**config.mk**
```make
export PLATFORM = sky130hd
export DESIGN_NAME = fetch_stage
export DESIGN_NICKNAME = d
export VERILOG_FILES = /design/src/rtl/fetch_stage.sv
export SDC_FILE = /design/constraint.sdc
export NUM_CORES = 1
export LEC_CHECK = 0
export BUFFER_PORTS_ARGS = -buffer_cell sky130_fd_sc_hd__buf_2
export CAP_MARGIN = 20
export CORE_MARGIN = 2
export CORE_UTILIZATION = 45
export DETAILED_ROUTE_END_ITERATION = 6
export PLACE_DENSITY = 0.74
export SLEW_MARGIN = 5
export SYNTH_ARGS = -nofsm -noshare
export SYNTH_HDL_FRONTEND = slang
export SYNTH_SLANG_ARGS = --single-unit
```
**constraint.sdc**
```tcl
create_clock -name CLK -period 2.4 [get_ports CLK]
set_input_delay 0.12 -clock CLK [delete_from_list [all_inputs] [get_ports CLK]]
set_output_delay 0.12 -clock CLK [all_outputs]
set_load 0.005 [all_outputs]
```
**src/rtl/fetch_stage.sv**
```systemverilog
// Instruction-fetch stage with the IF/ID pipeline register of the 5-stage MIPS pipeline.
// Stalls freeze the front end; a taken branch or jump redirects the PC and flushes IF/ID.
module fetch_stage #(
  parameter logic [31:0] RESET_PC  = 32'h0000_0000,
  parameter logic [31:0] NOP_INSTR = 32'h0000_0000,
  parameter int          CNT_W     = 16
) (
  input  logic             CLK,
  input  logic             RST,
  input  logic             LWStall,
  input  logic             BRStall,
  input  logic             PCSrcD,
  input  logic [31:0]      PCBranchD,
  input  logic             JumpD,
  input  logic [31:0]      PCJumpD,
  input  logic [31:0]      InstrF,
  output logic [31:0]      PCF,
  output logic [31:0]      InstrD,
  output logic [31:0]      PCPlus4D,
  output logic             ValidD,
  output logic [CNT_W-1:0] StallCnt,
  output logic [CNT_W-1:0] FlushCnt
);

  localparam logic [CNT_W-1:0] CNT_MAX = {CNT_W{1'b1}};

  logic [31:0]      pc_r;
  logic [31:0]      instr_r;
  logic [31:0]      pcplus4_r;
  logic             valid_r;
  logic [CNT_W-1:0] stall_cnt_r;
  logic [CNT_W-1:0] flush_cnt_r;

  logic [31:0]      pcplus4_s;
  logic             stall_s;
  logic             flush_s;
  logic [31:0]      pc_next_s;
  logic [31:0]      instr_next_s;
  logic [31:0]      pcplus4_next_s;
  logic             valid_next_s;
  logic [CNT_W-1:0] stall_cnt_next_s;
  logic [CNT_W-1:0] flush_cnt_next_s;

  // Next-state selection; a stall masks any redirect, and branch beats jump.
  always_comb begin
    pcplus4_s      = pc_r + 32'd4;
    stall_s        = LWStall | BRStall;
    flush_s        = 1'b0;
    pc_next_s      = pc_r;
    instr_next_s   = instr_r;
    pcplus4_next_s = pcplus4_r;
    valid_next_s   = valid_r;
    if (stall_s) begin
      pc_next_s = pc_r;
    end else if (PCSrcD) begin
      pc_next_s = PCBranchD;
      flush_s   = 1'b1;
    end else if (JumpD) begin
      pc_next_s = PCJumpD;
      flush_s   = 1'b1;
    end else begin
      pc_next_s      = pcplus4_s;
      instr_next_s   = InstrF;
      pcplus4_next_s = pcplus4_s;
      valid_next_s   = 1'b1;
    end
    if (flush_s) begin
      instr_next_s   = NOP_INSTR;
      pcplus4_next_s = 32'h0000_0000;
      valid_next_s   = 1'b0;
    end else begin
      instr_next_s   = instr_next_s;
    end
  end

  // Saturating performance counters: they stick at all-ones instead of wrapping.
  always_comb begin
    stall_cnt_next_s = stall_cnt_r;
    flush_cnt_next_s = flush_cnt_r;
    if (stall_s && (stall_cnt_r != CNT_MAX)) begin
      stall_cnt_next_s = stall_cnt_r + {{(CNT_W-1){1'b0}}, 1'b1};
    end else begin
      stall_cnt_next_s = stall_cnt_r;
    end
    if (flush_s && (flush_cnt_r != CNT_MAX)) begin
      flush_cnt_next_s = flush_cnt_r + {{(CNT_W-1){1'b0}}, 1'b1};
    end else begin
      flush_cnt_next_s = flush_cnt_r;
    end
  end

  // PC, IF/ID register and counters; reset discards any in-flight stall or redirect.
  always_ff @(posedge CLK) begin
    if (RST) begin
      pc_r        <= RESET_PC;
      instr_r     <= NOP_INSTR;
      pcplus4_r   <= 32'h0000_0000;
      valid_r     <= 1'b0;
      stall_cnt_r <= {CNT_W{1'b0}};
      flush_cnt_r <= {CNT_W{1'b0}};
    end else begin
      pc_r        <= pc_next_s;
      instr_r     <= instr_next_s;
      pcplus4_r   <= pcplus4_next_s;
      valid_r     <= valid_next_s;
      stall_cnt_r <= stall_cnt_next_s;
      flush_cnt_r <= flush_cnt_next_s;
    end
  end

  assign PCF      = pc_r;
  assign InstrD   = instr_r;
  assign PCPlus4D = pcplus4_r;
  assign ValidD   = valid_r;
  assign StallCnt = stall_cnt_r;
  assign FlushCnt = flush_cnt_r;

endmodule

```
Word-level counts from Yosys, hierarchy flattened
Index checks and enable logic that the tools add are counted.
W data, S select, Z words.
{"block": "totals", "regBits": 129, "in_bits": 102, "out_inout_bits": 129, "elab_cells": 24}
{"block": "classes", "addsub": 3, "n_eq_ne": 2, "n_mux": 5, "bitwise": 4, "reduce_logical": 4}
{"cell": "$mux W32", "n": 2}
{"cell": "$add A16 B1 Y16 const B", "n": 2}
{"cell": "$add A32 B3 Y32 const B", "n": 1}
{"cell": "$ne A16 B16 Y1 const B", "n": 2}
{"cell": "$mux W1", "n": 3}
{"cell": "$not A1 Y1", "n": 3}
{"cell": "$reduce_and A3 Y1", "n": 1}
{"cell": "$logic_and A1 B1 Y1", "n": 2}
{"cell": "$reduce_or A2 Y1", "n": 1}
{"cell": "$or A1 B1 Y1", "n": 1}

Logic depth before layout (Yosys ltp)
{"block": "logic_depth", "depth_word": 4, "ltp_mapped": 7, "depth_no_buf": 6}

Worst setup path before layout
OpenSTA, ideal clock, no wires.
{"block": "synth_path", "kind": "reg-to-reg", "startpoint": "register pc_r[12] (netlist: PCF[12])", "endpoint": "register pc_r[31] (netlist: PCF[31])", "setup_time_ps": 79, "arrival_ps": 2090, "required_ps": 2321, "setup_slack_ps": 231, "path_stages_with_launch": 7, "path_buffers": 1, "synth_period_minus_slack_ps": 2169, "cell_sequence": "dfxtp_1 clkbuf_1 nand2_1 or4_4 or3_4 or4_1 o211ai_1"}
{"block": "synth_via", "elab_chain_cells": 3}
{"item": "start, declared", "line": "27", "source": "logic [31:0] pc_r;"}
{"item": "start signal, assigned", "line": "102", "source": "pc_r <= pc_next_s;"}
{"item": "$add A32 B3 Y32", "line": "46", "source": "pcplus4_s = pc_r + 32'd4;"}
{"item": "$mux W32", "line": "58", "source": "end else if (JumpD) begin"}
{"item": "$mux W32", "line": "55", "source": "end else if (PCSrcD) begin"}
No other way between the ends.
A chain may end at the register's enable or synchronous reset.

Final worst setup path
{"block": "layout_path", "startpoint": "register pc_r[16] (netlist: PCF[16])", "endpoint": "register pc_r[29] (netlist: PCF[29])"}
Same word-level chain as after synthesis.

==> flow_summary.toml <==
[run_status]
outcome = "complete, no violations"

[sta]
slew_viol_final = 0
setup_viol = 0
hold_viol = 0
clock.fmax_mhz = 438.6
holdWs_ps = 15.90
setup_tns_ps = 0
period_needed_ps = 2280
fin_crit_sh = 0.9500
slew_headroom = 0.5256
rsz0062_at_grt = "no"
worst_slack_ps = 120.0
worstMarginPinSlew_ps = 711.5
finalClockSkew_ps = 5.980

[min_path]
hp-class = "input pin to register"
hold_depth = 3
hold_path_end = "PCF[3]"
hold_path_startpoint = "PCBranchD[3]"

[critical_path]
r2r_cells = 5
crit_buf_inv = 0
cp.required_ps = 2730
critPathMaxStageDelay_ps = 600
setup.worst_path.end_class = "register"
critical-path-top-delay-family = "simple AND/OR/NAND/NOR gates"
cpMaxStageDelayCell = "or4_4"
rrSetupSlack_ps = 120
cp_max_fo = 7
path_cells = "nand3_1 > or4_4 > or3_4 > or4_1 > a31oi_1"
start_kind = "register"
crit_arrival_ps = 2610
r2r_start = "PCF[16]"
path_class = "register to register"
timing.rr.end = "PCF[29]"

[die]
die_width_um = 120.1
core_area_um2 = 13190
io_pins = 231
rows = 42
die_area_um2 = 14410
start_util = 0.4595
die_y_um = 120.1

[yosys]
synth_warnings = 0
async_flop_share = 0
yosysSeqAreaShare = 0.4261
syn-num-nets = 864
netlist_instances = 759
synth_cell_types = 56
ys_top_cells_by_area = "dfxtp_1 (43%), nand2_1 (8.0%), a21oi_1 (4.9%)"
ys.flop_type = "dfxtp_1"
synth-seq-cells = 129
synthesis.area_um2 = 6061
synth_edf_count = 0
synth_top_area_share = 0.4261
avgSynthCellArea_um2 = 7.985
yosys.area.top_type = "dfxtp_1"

[finish]
fillCellCount = 1168
utilization = 0.6405
n_antenna_cell = 0
nets = 1132
synthToLayoutAreaGrowth_pct = 39.39
drive_above_1_share = 0.2909
fin_area_um2 = 8448
final_cells = 1214

[routing]
dr.pass1.iters = 5
drc = 0
routedWlPerCell_um = 16.62
vias_per_cell = 5.461
ant_nets = 0
wl_mm = 20.17
dr.first_iter.drc_count = 637
dr_total_vias = 6630

[clock_tree]
post_cts_buffers = 0
tritoncts = "done"
cts_sinks = 129
cts-root-buf = "clkbuf_16"
clk_latency_ps = 410
h-tree-depth = 4
cts_buffers = 17
path_clk_slew_ps = 60
cts_buffer_depth = 2

[placement]
finalWeightedCongestion = 0.9999
placed_cells = 1150
io_buffers = 230
dpl.hpwl_mm = 14.12
dp_slack_ps = 159.7
placed_area_um2 = 7521

[job]
drv_cap = 0

[global_route]
grt_usage = 0.2754
grt_pass1_vias = 6199
grt.overflow.total = 0
grt_first_pass_wirelength_mm = 31.35
grt_antenna_before_repair = 0
grt_max_degree = 66

[power_and_ir_drop]
p_total_mw = 5.382
ir_drop_mv = 0.4818
power_density_nw_per_um2 = 637.0
power_leakage_nw = 3.562
==> worst min-delay path: stages <==
cell and delay, ps:
buf_2 80, o211ai_1 70, a21oi_1 120
==> Yosys cell counts, types with 7 or more instances <==
cell type / count
o211ai_1: 7
clkbuf_1: 45
nor3_1: 21
nand4_1: 17
nand2_1: 129
dfxtp_1: 129
nor2_1: 66
a21oi_1: 59
inv_1: 12
nand3_1: 33
xor2_1: 22
o21ai_0: 43
a22oi_1: 13
and4_1: 9
nor4_1: 11
xnor2_1: 30
==> cells in the final DEF, fill, tap and decap left out, types with 4 or more instances in the layout <==
cell / n
nor4_1: 11
nand2_1: 129
and4_1: 9
nor3b_1: 4
a21oi_1: 59
a31oi_1: 5
xnor2_1: 30
dlygate4sd3_1: 34
and3_1: 5
clkbuf_1: 4
a22oi_1: 13
mux2i_1: 4
nor2_1: 63
o211ai_1: 7
buf_4: 37
o2111ai_1: 4
o21a_1: 4
nand3_1: 33
buf_2: 230
a22o_1: 6
inv_1: 12
nand4_1: 17
xor2_1: 22
nor3_1: 21
a211oi_1: 6
clkbuf_16: 17
or4_1: 6
dfxtp_1: 129
o32ai_1: 5
o31ai_1: 4
o21ai_0: 43
==> worst max-delay path by stage <==
stage | from | to | slack [ps] | depth (start not counted)
2_1_floorplan | PCF[12] | PCF[31] | 230 | 6
3_3_place_gp | PCF[15] | PCF[29] | 230 | 5
3_5_place_dp | PCF[16] | PCF[31] | 160 | 5
4_1_cts | PCF[16] | PCF[31] | 130 | 5
5_1_grt | PCF[16] | PCF[29] | 20 | 5
6_report | PCF[16] | PCF[29] | 120 | 5
==> cell type report <==
class	count	area [um^2]	share of cell area
inverters	12	45.04	0.005332
clock inverters	6	105.1	0.01244
repair buffers	301	1769	0.2094
clock buffers	24	481.7	0.05702
well taps	176	220.2	0.02607
flip-flops and latches	129	2582	0.3057
multi-input cells	566	3244	0.3840
==> metal layers <==
layer,vias up,share of wire,global-route usage
met2,268,0.48,0.4563
met5,-,0,0
li1,3242,-,-
met1,3092,0.41,0.3309
met3,28,0.086,0.09078
met4,0,0.022,0.1044
==> cells by family after synthesis <==
group                    synth area share
AO/OA/AOI/OAI                      0.1932
XOR/XNOR                          0.07514
adder cells (fa/ha/maj)          0.006194
buffers and inverters             0.04129
flip-flops                         0.4261
multiplexers                     0.006606
AND/OR/NAND/NOR                    0.2514
==> report_power, final <==
group	switching (mW)	leakage, nW	internal, mW	total, mW
combinational	0.285	2.23	0.249	0.533
clock	0.903	0.290	1.70	2.60
sequential	0.0523	1.04	2.19	2.25
==> state kept, by name (all words and copies together), names as in the netlist <==
name,cells
InstrD,32
PCPlus4D,32
PCF,32
FlushCnt,16
ValidD,1
StallCnt,16
==> what timing repair did <==
item                      in CTS  in global routing
resized for setup              0                  0
hold buffers                  34                  0
hold endpoints to repair      34                  0
No activity file was read; power rests on OpenSTA's default activity.
